--- config.mk ---
export PLATFORM = sky130hd
export DESIGN_NAME = servo_position_sequencer
export DESIGN_NICKNAME = d
export VERILOG_FILES = /design/src/rtl/servo_position_sequencer.sv
export SDC_FILE = /design/constraint.sdc
export NUM_CORES = 1
export LEC_CHECK = 0
export BUFFER_PORTS_ARGS = -buffer_cell sky130_fd_sc_hd__buf_2
export CORE_ASPECT_RATIO = 1.25
export CORE_UTILIZATION = 40
export CTS_BUF_LIST = sky130_fd_sc_hd__clkbuf_4 sky130_fd_sc_hd__clkbuf_8
export DETAILED_ROUTE_END_ITERATION = 8
export PLACE_DENSITY = 0.67
export SYNTH_ARGS = -nofsm -noshare
export SYNTH_HDL_FRONTEND = slang
export SYNTH_SLANG_ARGS = --single-unit
export TNS_END_PERCENT = 50
--- constraint.sdc ---
create_clock -name CLK -period 4.6 [get_ports CLK]
set_clock_uncertainty 0.2 [all_clocks]
set_input_delay 0.46 -clock CLK [delete_from_list [all_inputs] [get_ports CLK]]
set_output_delay 0.46 -clock CLK [all_outputs]
set_load 0.01 [all_outputs]
--- src/rtl/servo_position_sequencer.sv ---
// Servo position sequencer: arbitrates the centre/left/right buttons and the
// sweep switch, ramps the 20-bit PWM select word in clamped steps on an
// internal update tick, and drives the status LEDs and limit flag.
module servo_position_sequencer #(
    parameter int unsigned TICK_DIV   = 1000000,
    parameter logic [19:0] POS_MIN    = 20'h0AFC8,
    parameter logic [19:0] POS_MAX    = 20'h19A28,
    parameter logic [19:0] POS_CENTER = 20'h124F8,
    parameter logic [19:0] DELTA      = 20'h001F4
) (
    input  logic        CLK,
    input  logic        RST,
    input  logic        BC,
    input  logic        BL,
    input  logic        BR,
    input  logic        SWEEP,
    output logic [19:0] POS,
    output logic [2:0]  LEDS,
    output logic        AT_LIMIT,
    output logic        TICK
);

    localparam int unsigned        CNT_W    = (TICK_DIV > 1) ? $clog2(TICK_DIV) : 1;
    localparam logic [CNT_W-1:0]   CNT_LAST = CNT_W'(TICK_DIV - 1);
    localparam logic               DIR_LEFT  = 1'b0;
    localparam logic               DIR_RIGHT = 1'b1;

    typedef enum logic [2:0] {
        ST_HOLD   = 3'd0,
        ST_CENTER = 3'd1,
        ST_MOVE_L = 3'd2,
        ST_MOVE_R = 3'd3,
        ST_SWEEP  = 3'd4
    } state_t;

    // Request bundle order: {centre, left, right, sweep}
    logic [3:0]       sync_meta_q;
    logic [3:0]       sync_q;
    logic             s_bc, s_bl, s_br, s_sw;

    logic [CNT_W-1:0] cnt_q, cnt_d;
    logic             tick;

    state_t           state_q, state_d;
    logic [19:0]      pos_q, pos_d;
    logic             dir_q, dir_d;
    logic [2:0]       leds_q, leds_d;
    logic             at_limit_q, at_limit_d;

    // One step toward POS_MIN. The floor test happens before subtracting so
    // the result can never wrap; a partial final step lands exactly on POS_MIN.
    function automatic logic [19:0] step_down(input logic [19:0] p);
        logic [20:0] floor_w;
        floor_w = {1'b0, POS_MIN} + {1'b0, DELTA};
        if ({1'b0, p} >= floor_w)
            return p - DELTA;
        else
            return POS_MIN;
    endfunction

    // One step toward POS_MAX, summed at 21 bits and clamped before use.
    function automatic logic [19:0] step_up(input logic [19:0] p);
        logic [20:0] sum_w;
        sum_w = {1'b0, p} + {1'b0, DELTA};
        if (sum_w >= {1'b0, POS_MAX})
            return POS_MAX;
        else
            return sum_w[19:0];
    endfunction

    function automatic logic is_limit(input logic [19:0] p);
        return (p <= POS_MIN) || (p >= POS_MAX);
    endfunction

    assign s_bc = sync_q[3];
    assign s_bl = sync_q[2];
    assign s_br = sync_q[1];
    assign s_sw = sync_q[0];

    // Two-flop synchronizers for the asynchronous button and switch levels
    always_ff @(posedge CLK or posedge RST) begin
        if (RST) begin
            sync_meta_q <= '0;
            sync_q      <= '0;
        end else begin
            sync_meta_q <= {BC, BL, BR, SWEEP};
            sync_q      <= sync_meta_q;
        end
    end

    // Free-running prescaler; wraps on the tick cycle, never restarted by requests
    always_comb begin
        tick  = (cnt_q == CNT_LAST);
        cnt_d = tick ? '0 : cnt_q + 1'b1;
    end

    // Prescaler counter register
    always_ff @(posedge CLK or posedge RST) begin
        if (RST) cnt_q <= '0;
        else     cnt_q <= cnt_d;
    end

    assign TICK = tick;

    // FSM state register
    always_ff @(posedge CLK or posedge RST) begin
        if (RST) state_q <= ST_HOLD;
        else     state_q <= state_d;
    end

    // Next state: fixed-priority arbitration of the synced requests every cycle
    always_comb begin
        state_d = ST_HOLD;
        if (s_bc)      state_d = ST_CENTER;
        else if (s_bl) state_d = ST_MOVE_L;
        else if (s_br) state_d = ST_MOVE_R;
        else if (s_sw) state_d = ST_SWEEP;
    end

    // Outputs: position step for the current state, sweep reversal, LEDs, limit flag
    always_comb begin
        pos_d = pos_q;
        dir_d = dir_q;
        case (state_q)
            ST_CENTER: pos_d = POS_CENTER;
            ST_MOVE_L: if (tick) pos_d = step_down(pos_q);
            ST_MOVE_R: if (tick) pos_d = step_up(pos_q);
            ST_SWEEP: begin
                if (tick) begin
                    // Reverse on the very step that reaches a limit so the
                    // following tick already moves away from it.
                    if (dir_q == DIR_RIGHT) begin
                        pos_d = step_up(pos_q);
                        if (pos_d >= POS_MAX) dir_d = DIR_LEFT;
                    end else begin
                        pos_d = step_down(pos_q);
                        if (pos_d <= POS_MIN) dir_d = DIR_RIGHT;
                    end
                end
            end
            default: pos_d = pos_q;
        endcase

        // LEDs follow the state being entered so they line up with the state register
        case (state_d)
            ST_CENTER: leds_d = 3'b010;
            ST_MOVE_L: leds_d = 3'b100;
            ST_MOVE_R: leds_d = 3'b001;
            ST_SWEEP:  leds_d = (dir_d == DIR_RIGHT) ? 3'b001 : 3'b100;
            default:   leds_d = 3'b000;
        endcase

        at_limit_d = is_limit(pos_d);
    end

    // Output registers: POS, direction, LEDs and limit flag update together
    always_ff @(posedge CLK or posedge RST) begin
        if (RST) begin
            pos_q      <= POS_CENTER;
            dir_q      <= DIR_RIGHT;
            leds_q     <= 3'b000;
            at_limit_q <= 1'b0;
        end else begin
            pos_q      <= pos_d;
            dir_q      <= dir_d;
            leds_q     <= leds_d;
            at_limit_q <= at_limit_d;
        end
    end

    assign POS      = pos_q;
    assign LEDS     = leds_q;
    assign AT_LIMIT = at_limit_q;

endmodule

After elaboration in Yosys (flattened, before gate mapping)
Index checks and enable logic that the tools add are counted.
Widths: inputs -> output; s select.
{ "word_totals": {"regBits": 56, "input_bits": 6, "elab_cells": 52, "output_inout_bits": 25} }
{ "classes": {"reduce_logical": 1, "eq_ne": 9, "magnitude_cmp": 6, "add_sub_neg": 3, "mux": 25} }
{ "ops": {"columns": ["operator", "count"], "rows": [
  ["$mux 20", 13],
  ["$pmux 20 s4", 1],
  ["$ge 20x17->1 const B", 2],
  ["$le 20x16->1 const B", 2],
  ["$add 20x9->21 const B", 1],
  ["$ge 21x17->1 const B", 1],
  ["$add 20x1->20 const B", 1],
  ["$eq 20x20->1 const B", 1],
  ["$ge 20x16->1 const B", 1],
  ["$sub 20x9->20 const B", 1],
  ["$mux 3", 5],
  ["$eq 3x2->1 const B", 4],
  ["$pmux 3 s4", 1],
  ["$eq 3x1->1 const B", 2],
  ["$eq 3x3->1 const B", 2],
  ["$mux 1", 5],
  ["$logic_or 1x1->1", 1]
]} }

Longest topological paths before layout
Gate-level depths: netlist of run 1.
{ "logic_depth": {"depth_word": 13, "mapped_depth": 14, "depth_no_buf": 13} }

Worst setup path before layout of run 1
Ideal clock, no wire load.
{ "synth_path": {"path_kind": "register to register", "from": "reg pos_q[10], in the netlist POS[10]", "to": "reg at_limit_q, in the netlist AT_LIMIT", "arrival_ps": 3187, "t_required_ps": 4267, "n_path_buf": 2, "period_less_slack_ps": 3520, "setup_ps": 133, "path_slack_ps": 1080, "path_stages_with_launch": 13, "cell_sequence": "dfstp_2 buf_2 nand4_1 or2_2 or4_1 buf_2 a32oi_2 o211ai_1 a221oi_2 o21a_1 nand4_2 a2111oi_4 o211ai_1"} }
{ "synth_between": {"elab_chain_len": 11, "word_cells_on_any_way": 20, "classes_between": "2 x add/sub; 4 x order compare; 13 x mux; 1 x reduce/logical"} }
{ "synth_lines": {"columns": ["item", "line", "text"], "rows": [
  ["from (decl)", "45", "logic [19:0] pos_q, pos_d;"],
  ["from (signal assigned)", "164", "pos_q <= pos_d;"],
  ["$add 20x9->21", "64", "sum_w = {1'b0, p} + {1'b0, DELTA};"],
  ["$ge 21x17->1", "65", "if (sum_w >= {1'b0, POS_MAX})"],
  ["$mux 20", "65", null],
  ["$mux 20", "132", "if (dir_q == DIR_RIGHT) begin"],
  ["$mux 20", "129", "if (tick) begin"],
  ["$mux 20", "124", "case (state_q)"],
  ["$mux 20", "132", null],
  ["$mux 20", "129", null],
  ["$pmux 20 s4 *", "124", null],
  ["$le 20x16->1 or $ge 20x17->1 (tied branches)", "72", "return (p <= POS_MIN) || (p >= POS_MAX);"],
  ["$logic_or 1x1->1 *", "72", null],
  ["named net at_limit_d", "48", "logic at_limit_q, at_limit_d;"],
  ["to (signal assigned)", "167", "at_limit_q <= at_limit_d;"],
  ["to (decl)", "48", null]
]} }
Mark *: on every way through the listed nets, which the timed path passes. The rest lies on a longest branch. The select of a mux whose other input is x is not followed.

Final worst setup path of run 1
{ "layout_path": {"from": "reg pos_q[10], in the netlist POS[10]", "to": "reg at_limit_q, in the netlist AT_LIMIT"} }
{ "layout_between": {"elab_chain_len": 11, "word_cells_on_any_way": 20, "classes_between": "2 x add/sub; 4 x order compare; 13 x mux; 1 x reduce/logical"} }
{ "layout_lines": {"columns": ["item", "line"], "rows": [
  ["$add 20x9->21", "64"],
  ["$ge 21x17->1", "65"],
  ["$mux 20", "65"],
  ["$mux 20", "132"],
  ["$mux 20", "129"],
  ["$mux 20", "124"],
  ["$mux 20", "132"],
  ["$mux 20", "129"],
  ["$pmux 20 s4 *", "124"],
  ["named net pos_d[13]", "45"],
  ["$le 20x16->1 or $ge 20x17->1 (tied branches)", "72"],
  ["$logic_or 1x1->1 *", "72"],
  ["named net at_limit_d", "48"]
]} }
Marks and branches as above.

==> reports/qor.yml, run 1 <==
synth:
  async_reset_ff_share_pct: 100.0
  synth_area_leader_cell: "dfrtp_1"
  synthesis.instances: 573
  portion_of_synthesized_cell_area_occupied_by_the_leading_cell_type_pct: 25.93
  yosys_register_bits: 56
  synth.lib_cells_used.distinct: 81
  synth_seq_area_share_pct: 31.14
  yosys_warnings: 0
  synth_fp_nets: 583
  synth_area_um2: 4536
  synth_area_leaders: "dfrtp_1, dfstp_2, nor2_1, a21oi_1, nand2_1"
  edff_count_synth: 0
  post_synth.cell_area_avg_um2: 7.916
  synth_ff_type: "dfrtp_1"
cts:
  cts_buffer_count: 5
  ctsRootBufferMaster: "clkbuf_8"
  postCtsHoldBufs: 0
  tritoncts: "yes"
  cts_max_level: 2
  clk_pin_slew_ns: 0.12
  cts_max_path_buffers: 2
  numClockSinks: 56
  cts-resized-gates: 0
  postCtsSetupBuffers: 0
  clock_latency_ns: 0.33
timing:
  worst_hold_slack_ns: 0.03809
  fin_hold_viols: 0
  finalWorstPathRequiredPeriod_ns: 4.381
  report.final.setup_viol: 0
  final_worst_path_cycle_share_pct: 95.24
  setup_tns_ns: 0
  timing.fmax_mhz: 228.3
  unrepaired_setup_endpoints_after_global_routing: "false"
  timing.slew.headroom_pct: 41.35
  worst_pin_slew_ns: 0.8798
  report.final.slew_viol_count: 0
cells_and_area:
  area_taken_by_multi_input_logic_gates_um2: 2872
  drive_above_1_share_pct: 16.58
  diodes_inserted: 0
  nNetsFinal: 606
  fillerInstances: 1115
  area.sequential_um2: 1413
  finalNonFillerCells: 732
  finish.utilization_pct: 44.80
  area_delta_synth_final_pct: 9.462
outcome:
  outcome: "complete, no violations"
routing:
  drtPass1Iterations: 7
  route.detailed.drc: 0
  drt_iter0_markers: 545
  vias: 4805
  ant_nets: 0
  wl_per_cell_um: 23.39
  routed_wl_mm: 17.12
  ratio_of_routed_vias_to_standard_cells: 6.564
setup_path:
  reg2reg_depth: 10
  critPathKind: "reg2reg"
  worst-path-max-fanout: 17
  endpoint_kind: "flop"
  worst-endpoint-arrival_ns: 4.37
  cp-start-kind: "flop"
  worst_ep_required_time_ns: 4.59
floorplan:
  floorplan.core_area_um2: 11080
  row_count: 43
  pin_count: 31
  starting_density_of_the_core_pct: 40.92
  chipHeight_um: 121.1
  die_x_um: 97.24
  fp.dieArea_um2: 11770
placed_design:
  io_buffer_count: 30
  gp_congestion: 1.017
  hpwl_mm: 12.99
  numPlacedInstances: 724
min_path:
  min_delay_path_depth: 1
  min_path_type: "in2reg"
power_and_ir_drop:
  static-leakage-power_nw: 2.031
  cellPowerDensity_nw_per_um2: 215.6
  ir_drop_mv: 0.1847
grt:
  first_global_vias: 4664
  grt_overflow: 0
  groute.usage.overall_pct: 29.42
  grt_pass1_wl_mm: 26.50
  antenna_violations_before_repair: 0
  grt_start_max_net_pins: 57
job:
  drv_cap: 0
-- power by group --
part / leakage [nW] / internal, W / switching [W] / total [W]
Sequential: 0.708 / 0.000510 / 0.0000350 / 0.000545
Clock: 0.0515 / 0.000115 / 0.000191 / 0.000306
Combinational: 1.27 / 0.0000741 / 0.000146 / 0.000220
Total: 2.03 / 0.000699 / 0.000371 / 0.00107
-- registers in the layout, summed over array words and instances, names as in the netlist --
name	count
POS	20
cnt_q	20
LEDS	3
AT_LIMIT	1
dir_q	1
sync_q	4
state_q	3
sync_meta_q	4
-- logic make-up (layout without fill, tap and decap cells) --
family,Yosys count,after routing,synth area share [%]
simple gates,237,237,27.89
compound gates,186,186,28.30
buf+inv,59,83,5.545
fa+ha+maj,5,5,1.324
xor+xnor,30,30,5.793
flops,56,56,31.14
-- final cells by class --
cell class	count	area share, %
clock buffer	5	1.386
inverter	21	1.588
clock inverter	3	0.6804
timing repair buffer	54	6.653
multi-input combinational	458	57.84
sequential	56	28.45
tap	135	3.402
-- Yosys cell counts, drive strengths merged (12+ instances only) --
cell and n:
nor3 12, inv 20, nand3 14, nand4 16, xor2 14, xnor2 16, buf 15, dfrtp 47
clkbuf 23, o21ai 37, nand2 55, a21oi 45, nor2 65, o211ai 12, a31oi 12
-- per-stage QoR --
step	instance area, um2	total power, W	setup WS [ns]
global placement	4862	0.0007667	0.3346
finish	4965	0.001070	0.2191
floorplan	4536	0.0006853	1.080
CTS	4965	0.001075	0.3113
detailed placement	4862	0.0007646	0.3432
global route	4965	0.001116	0.1068
-- critical path, cell delays in order, from the launching register on --
cell and delay (ns):
dfstp_2 0.82, nand4_1 0.28, or2_2 0.39, or4_1 0.65
a32oi_2 0.30, o211a_1 0.31, a211oi_1 0.13, o211ai_1 0.49
nand4_2 0.19, a2111oi_4 0.35, o211ai_1 0.11
-- per-layer routing --
metal | up-vias | GRT usage, % | share of wire [%]
li1 | 2173 | - | -
met1 | 2320 | 35.78 | 40
met2 | 240 | 47.58 | 47
met3 | 72 | 3.687 | 5.6
met4 | 0 | 22.52 | 7.5
met5 | - | 0 | 0
-- path summary, 6_finish.rpt --
path	start	endpoint	slack [ns]
max	POS[10]$_DFF_PP1_	AT_LIMIT$_DFF_PP0_	0.22
min reg2reg	sync_meta_q[3]$_DFF_PP0_	sync_q[3]$_DFF_PP0_	0.16
max in group asynchronous	RST	cnt_q[11]$_DFF_PP0_	3.60
min in group asynchronous	RST	AT_LIMIT$_DFF_PP0_	0.11
max reg2reg	POS[10]$_DFF_PP1_	AT_LIMIT$_DFF_PP0_	0.22
min	BC	sync_meta_q[3]$_DFF_PP0_	0.04
-- layout by cell type, fill, tap and decap left out, types with 4 or more instances in the layout --
cell and count:
nand4_1 15, o31ai_1 8, dfstp_2 9, a31oi_1 12
buf_4 24, nor4_1 6, o22ai_1 8, nand2_1 55
or3_1 5, inv_1 19, xnor2_1 16, nand3_1 14
nor3_1 11, buf_2 30, o21ai_0 37, nand2b_1 4
nor2_1 62, and2_1 8, and3_1 9, o41ai_1 4
a211oi_1 4, a21oi_1 45, xor2_1 14, or2_2 7
nand4b_1 4, a21o_1 5, dfrtp_1 47, nor2b_1 6
clkbuf_8 5, ha_1 4, o21a_1 7, a22oi_1 6
o211ai_1 12
(Power assumes the default switching activity.)
==> run 2: changes to the inputs <==
Settings changed: CELL_PAD_IN_SITES_DETAIL_PLACEMENT set to 0, CELL_PAD_IN_SITES_GLOBAL_PLACEMENT set to 1, CORE_ASPECT_RATIO 1.25 to not set, PLACE_DENSITY 0.67 to 0.82.
Clock period 4.6 ns to 4.75 ns, I/O delays scaled along.
==> run 2 against run 1 <==
Against the previous run:
- the flow now finishes with violations (design-rule violations)
- flip-flop and latch count unchanged
- wire length decreased by 5.9%
- utilization increased by 0.17 points
- fmax decreased by 2.1%
- largest power group unchanged
- register-to-register slack improved by 0.06 ns
- largest cell class unchanged
==> reports/qor.yml, run 2 (synthesized netlist as in run 1, its figures left out) <==
outcome:
  outcome: "finished, violations left"
  violations_in_the_final_reports: "design-rule violations"
cells_and_area:
  area_delta_synth_final_pct: 8.414
  final_cell_mix: "nor2_1, nand2_1, dfrtp_1"
  layout.cells.most_common: "nor2_1"
  nNetsFinal: 599  # -1.2%
  drive_above_1_share_pct: 15.59  # -0.99 points
  diodes_inserted: 0  # unchanged
  finalNonFillerCells: 730  # -0.27%
  finish.utilization_pct: 44.97  # +0.17 points
grt:
  antenna_violations_before_repair: 0  # unchanged
  grt_pass1_wl_mm: 25.07  # -5.4%
  grt_start_max_net_pins: 57  # unchanged
  gr_busiest_metal: "met2"
  groute.usage.overall_pct: 28.29  # -1.1 points
  globalRouteMet3Util_pct: 5.063  # +1.4 points
  first_global_vias: 4502  # -3.5%
  groute.layer.met1.usage_pct: 38.36  # +2.6 points
  grt_overflow: 0  # unchanged
  gr-usage-met2_pct: 43.31  # -4.3 points
routing:
  drtPass1Iterations: 8  # +1
  routed_wl_mm: 16.12  # -5.9%
  route.detailed.drc: 1  # +1
  ant_nets: 0  # unchanged
  drt_iter0_markers: 666  # +22%
  ratio_of_routed_vias_to_standard_cells: 6.737  # +2.6%
  vias: 4918  # +2.4%
  wl_per_cell_um: 22.08  # -5.6%
placed_design:
  hpwl_mm: 11.80  # -9.2%
  io_buffer_count: 30  # unchanged
  gp_congestion: 1.000  # -1.6%
  numPlacedInstances: 722  # -0.28%
floorplan:
  die_x_um: 108.5  # +12%
  chipHeight_um: 108.5  # -10%
  floorplan.core_area_um2: 10940  # -1.3%
  pin_count: 31  # unchanged
  fp.dieArea_um2: 11770  # about the same
  row_count: 38  # -12%
  starting_density_of_the_core_pct: 41.48  # +0.55 points
setup_path:
  endpoint_kind: "flop"
  worst-path-max-fanout: 13  # -4
  worst-endpoint-arrival_ns: 4.49  # +0.12 ns
  cp-start-kind: "flop"
  worst_ep_required_time_ns: 4.76  # +0.17 ns
  critPathKind: "reg2reg"
timing:
  timing.fmax_mhz: 223.5  # -2.1%
  unrepaired_setup_endpoints_after_global_routing: "false"
  finalWorstPathRequiredPeriod_ns: 4.475  # +0.09422 ns
  report.final.slew_viol_count: 0  # unchanged
  final_worst_path_cycle_share_pct: 94.21  # -1.0 points
  timing.slew.headroom_pct: 44.69  # +3.3 points
  report.final.setup_viol: 0  # unchanged
  setup_tns_ns: 0  # unchanged
  fin_hold_viols: 0  # unchanged
  worst_pin_slew_ns: 0.8210  # -0.05874 ns
cts:
  clk_pin_slew_ns: 0.11  # about the same
  tritoncts: "yes"
  clock_latency_ns: 0.34  # about the same
  cts-resized-gates: 0  # unchanged
  postCtsSetupBuffers: 0  # unchanged
  postCtsHoldBufs: 0  # unchanged
  cts_max_path_buffers: 2  # unchanged
  cts_buffer_count: 5  # unchanged
  numClockSinks: 56  # unchanged
  cts_max_level: 2  # unchanged
  ctsRootBufferMaster: "clkbuf_8"
power_and_ir_drop:
  pwr-share-seq_pct: 50.5  # -0.4 points
  ir_drop_mv: 0.1761  # -4.6%
  cellPowerDensity_nw_per_um2: 211.6  # -1.8%
  internal_w: 0.0006875  # -1.7%
  power.share.combinational_pct: 20.0  # -0.5 points
  p_switching_w: 0.0003529  # -4.9%
  clockPowerShare_pct: 29.5  # +0.9 points
  static-leakage-power_nw: 1.993  # -1.9%
  power.switching_fraction_pct: 33.92  # -0.76 points
job:
  drv_cap: 0  # unchanged
min_path:
  min_path_type: "in2reg"
## run 2: critical path, cell delays in order, from the launching register on
cell	delay (ns)
dfrtp_1	0.50
ha_1	0.42
nor2_1	0.46
nand4_1	0.17
or4_1	0.64
a32oi_2	0.28
o211ai_1	0.22
a21oi_1	0.51
a211o_1	0.31
nand4b_1	0.19
a2111oi_4	0.31
o211ai_1	0.12
## run 2: through the flow
step                      instance area (um2)  worst slack, ns  power (W)  hold WS, ns
after CTS                                4917           0.3565   0.001041      0.02595
after floorplan                          4536            1.230  0.0006636       0.1312
after global routing                     4917          0.09044   0.001085      0.01882
after global placement                   4816           0.4360  0.0007365       0.1352
after detailed placement                 4816           0.3979  0.0007345       0.1397
final                                    4917           0.2749   0.001040      0.03711
## run 2: worst paths after layout
kind	start	to	slack (ns)	depth (start not counted)
max in group asynchronous	RST	POS[12]$_DFF_PP0_	3.76	3
worst max-delay path	POS[2]$_DFF_PP0_	AT_LIMIT$_DFF_PP0_	0.27	11
worst max register to register	POS[2]$_DFF_PP0_	AT_LIMIT$_DFF_PP0_	0.27	11
min in group asynchronous	RST	cnt_q[1]$_DFF_PP0_	0.12	3
worst min register to register	sync_meta_q[3]$_DFF_PP0_	sync_q[3]$_DFF_PP0_	0.16	0
worst min-delay path	BC	sync_meta_q[3]$_DFF_PP0_	0.04	1
## run 2: cell type report
cell class / count / area, um2
inverter: 21 / 78.83
fill: 1134 / 6018
timing repair buffer: 47 / 277.8
clock inverter: 2 / 18.77
clock buffer: 6 / 82.58
sequential: 56 / 1413
multi-input combinational: 458 / 2872
tap: 140 / 175.2
## run 2: power by group through the flow
stage | Combinational (W) | Clock (W) | Sequential (W)
2_1_floorplan | 0.000152 | 0 | 0.000512
3_3_place_gp | 0.000203 | 0 | 0.000533
3_5_place_dp | 0.000202 | 0 | 0.000533
4_1_cts | 0.000202 | 0.000314 | 0.000524
5_1_grt | 0.000222 | 0.000336 | 0.000527
6_report | 0.000208 | 0.000307 | 0.000526
## run 2: routing by layer
layer	up-vias	routed length (um)
li1	2168	-
met1	2383	6876
met2	302	7073
met3	65	1383
met4	0	788
met5	-	0
==> run 3: changes to the inputs <==
Settings changed: PLACE_DENSITY 0.82 to not set, PLACE_DENSITY_LB_ADDON set to 0.05, SLEW_MARGIN set to 20.
==> run 3 against run 2 <==
Against the previous run:
- the flow now finishes without violations
- combinational power shrank 2%
- via count fell by 2.0%
- first-iteration DRC count shrank 16%
- critical endpoint unchanged
- largest cell class unchanged
- largest power group unchanged
==> reports/qor.yml, run 3 (synthesized netlist as in run 1, its figures left out) <==
setup_path:
  setup.worst_path.start: "POS[10]$_DFF_PP1_"
  worst_ep_required_time_ns: 4.76  # about the same
  timing.rr.start: "POS[10]$_DFF_PP1_"
  cp-start-kind: "flop"
  critPathKind: "reg2reg"
  worst-endpoint-arrival_ns: 4.37  # -0.12 ns
  worst-path-max-fanout: 17  # +4
  endpoint_kind: "flop"
cts:
  numClockSinks: 56  # unchanged
  ctsRootBufferMaster: "clkbuf_8"
  cts_buffer_count: 5  # unchanged
  postCtsSetupBuffers: 0  # unchanged
  clk_pin_slew_ns: 0.12  # about the same
  cts_max_level: 2  # unchanged
  clock_latency_ns: 0.34  # about the same
  postCtsHoldBufs: 0  # unchanged
  cts_max_path_buffers: 2  # unchanged
  cts-resized-gates: 0  # unchanged
  tritoncts: "yes"
outcome:
  outcome: "complete, no violations"
routing:
  ant_nets: 0  # unchanged
  ratio_of_routed_vias_to_standard_cells: 6.576  # -2.4%
  drtPass1Iterations: 5  # -3
  drt_iter0_markers: 558  # -16%
  route.detailed.drc: 0  # -1
  wl_per_cell_um: 22.20  # +0.55%
  routed_wl_mm: 16.28  # +0.96%
  vias: 4820  # -2.0%
floorplan:
  pin_count: 31  # unchanged
  starting_density_of_the_core_pct: 41.48  # unchanged
  floorplan.core_area_um2: 10940  # unchanged
  fp.dieArea_um2: 11770  # unchanged
  chipHeight_um: 108.5  # unchanged
  row_count: 38  # unchanged
  die_x_um: 108.5  # unchanged
job:
  drv_cap: 0  # unchanged
power_and_ir_drop:
  ir_drop_mv: 0.1420  # -19%
  static-leakage-power_nw: 2.007  # +0.68%
  cellPowerDensity_nw_per_um2: 207.5  # -1.9%
grt:
  antenna_violations_before_repair: 0  # unchanged
  grt_start_max_net_pins: 57  # unchanged
  groute.usage.overall_pct: 28.92  # +0.63 points
  grt_overflow: 0  # unchanged
  first_global_vias: 4471  # -0.69%
  grt_pass1_wl_mm: 25.49  # +1.7%
min_path:
  min_path_type: "in2reg"
  min-delay-start: "SWEEP"
placed_design:
  gp_congestion: 0.9757  # -2.4%
  hpwl_mm: 12.08  # +2.4%
  dp_slack_ns: 0.5222  # +0.1243 ns
  place_area_um2: 4838  # +0.47%
  io_buffer_count: 30  # unchanged
timing:
  unrepaired_setup_endpoints_after_global_routing: "false"
  finalWorstPathRequiredPeriod_ns: 4.358  # -0.1175 ns
  fin_hold_viols: 0  # unchanged
  worst_pin_slew_ns: 0.8069  # -0.01418 ns
  report.final.slew_viol_count: 0  # unchanged
  report.final.setup_viol: 0  # unchanged
  timing.fmax_mhz: 229.5  # +2.7%
  setup_tns_ns: 0  # unchanged
  timing.slew.headroom_pct: 46.01  # +1.3 points
  post-route-worst-setup-slack_ns: 0.3923  # +0.1175 ns
  worst_hold_slack_ns: 0.03717  # +0.00006580 ns
  final_worst_path_cycle_share_pct: 91.74  # -2.5 points
cells_and_area:
  fillerInstances: 1137  # +0.26%
  layout.cells.most_common: "nor2_1"
  nNetsFinal: 602  # +0.50%
  area_delta_synth_final_pct: 8.800
  drive_above_1_share_pct: 16.02  # +0.43 points
  fin_area_um2: 4935  # +0.36%
  diodes_inserted: 0  # unchanged
  final_cell_mix: "nor2_1, nand2_1, dfrtp_1"
-- run 3: worst max-delay path, cell delays in order (launching register included) --
cell       delay [ns]
dfstp_2          0.78
nand4_1          0.26
or2_2            0.40
or4_1            0.66
a32oi_2          0.24
o211ai_1         0.20
a21oi_1          0.53
o32a_1           0.24
o21ai_0          0.23
a2111oi_4        0.36
o211ai_1         0.12
-- run 3: worst paths after layout --
check	depth (start not counted)	end	slack, ns
worst max-delay path	10	AT_LIMIT$_DFF_PP0_	0.39
worst min-delay path	1	sync_meta_q[0]$_DFF_PP0_	0.04
worst max register to register	10	AT_LIMIT$_DFF_PP0_	0.39
worst min register to register	0	sync_q[1]$_DFF_PP0_	0.16
max in group asynchronous	3	cnt_q[19]$_DFF_PP0_	3.77
min in group asynchronous	3	cnt_q[0]$_DFF_PP0_	0.13
-- run 3: final cells by class --
cell class	count	area, um2	area share (%)
multi-input cells	458	2872	58.19
flip-flops and latches	56	1413	28.63
repair buffers	50	300.3	6.085
well taps	140	175.2	3.550
inverters	21	78.83	1.597
clock buffers	5	68.82	1.395
clock inverters	3	27.53	0.5578
-- run 3: metrics by stage --
stage               std cells  power (W)  utilization, %
finish                    733   0.001024           45.13
floorplan                 573  0.0006636               -
detailed placement        725  0.0007325           44.24
CTS                       733   0.001034           45.13
global placement          725  0.0007359           44.24
global route              733   0.001070           45.13
-- run 3: report_power, final --
part	leakage, nW	internal, W	switching, W
Combinational	1.25	0.0000697	0.000135
Clock	0.0463	0.000109	0.000183
Sequential	0.708	0.000494	0.0000340
Total	2.01	0.000672	0.000352
-- run 3: per-layer routing --
metal	wire length, um	global-route usage (%)
met1	6804	37.62
met2	7366	45.80
met3	1297	5.304
met4	808	14.58
met5	0	0
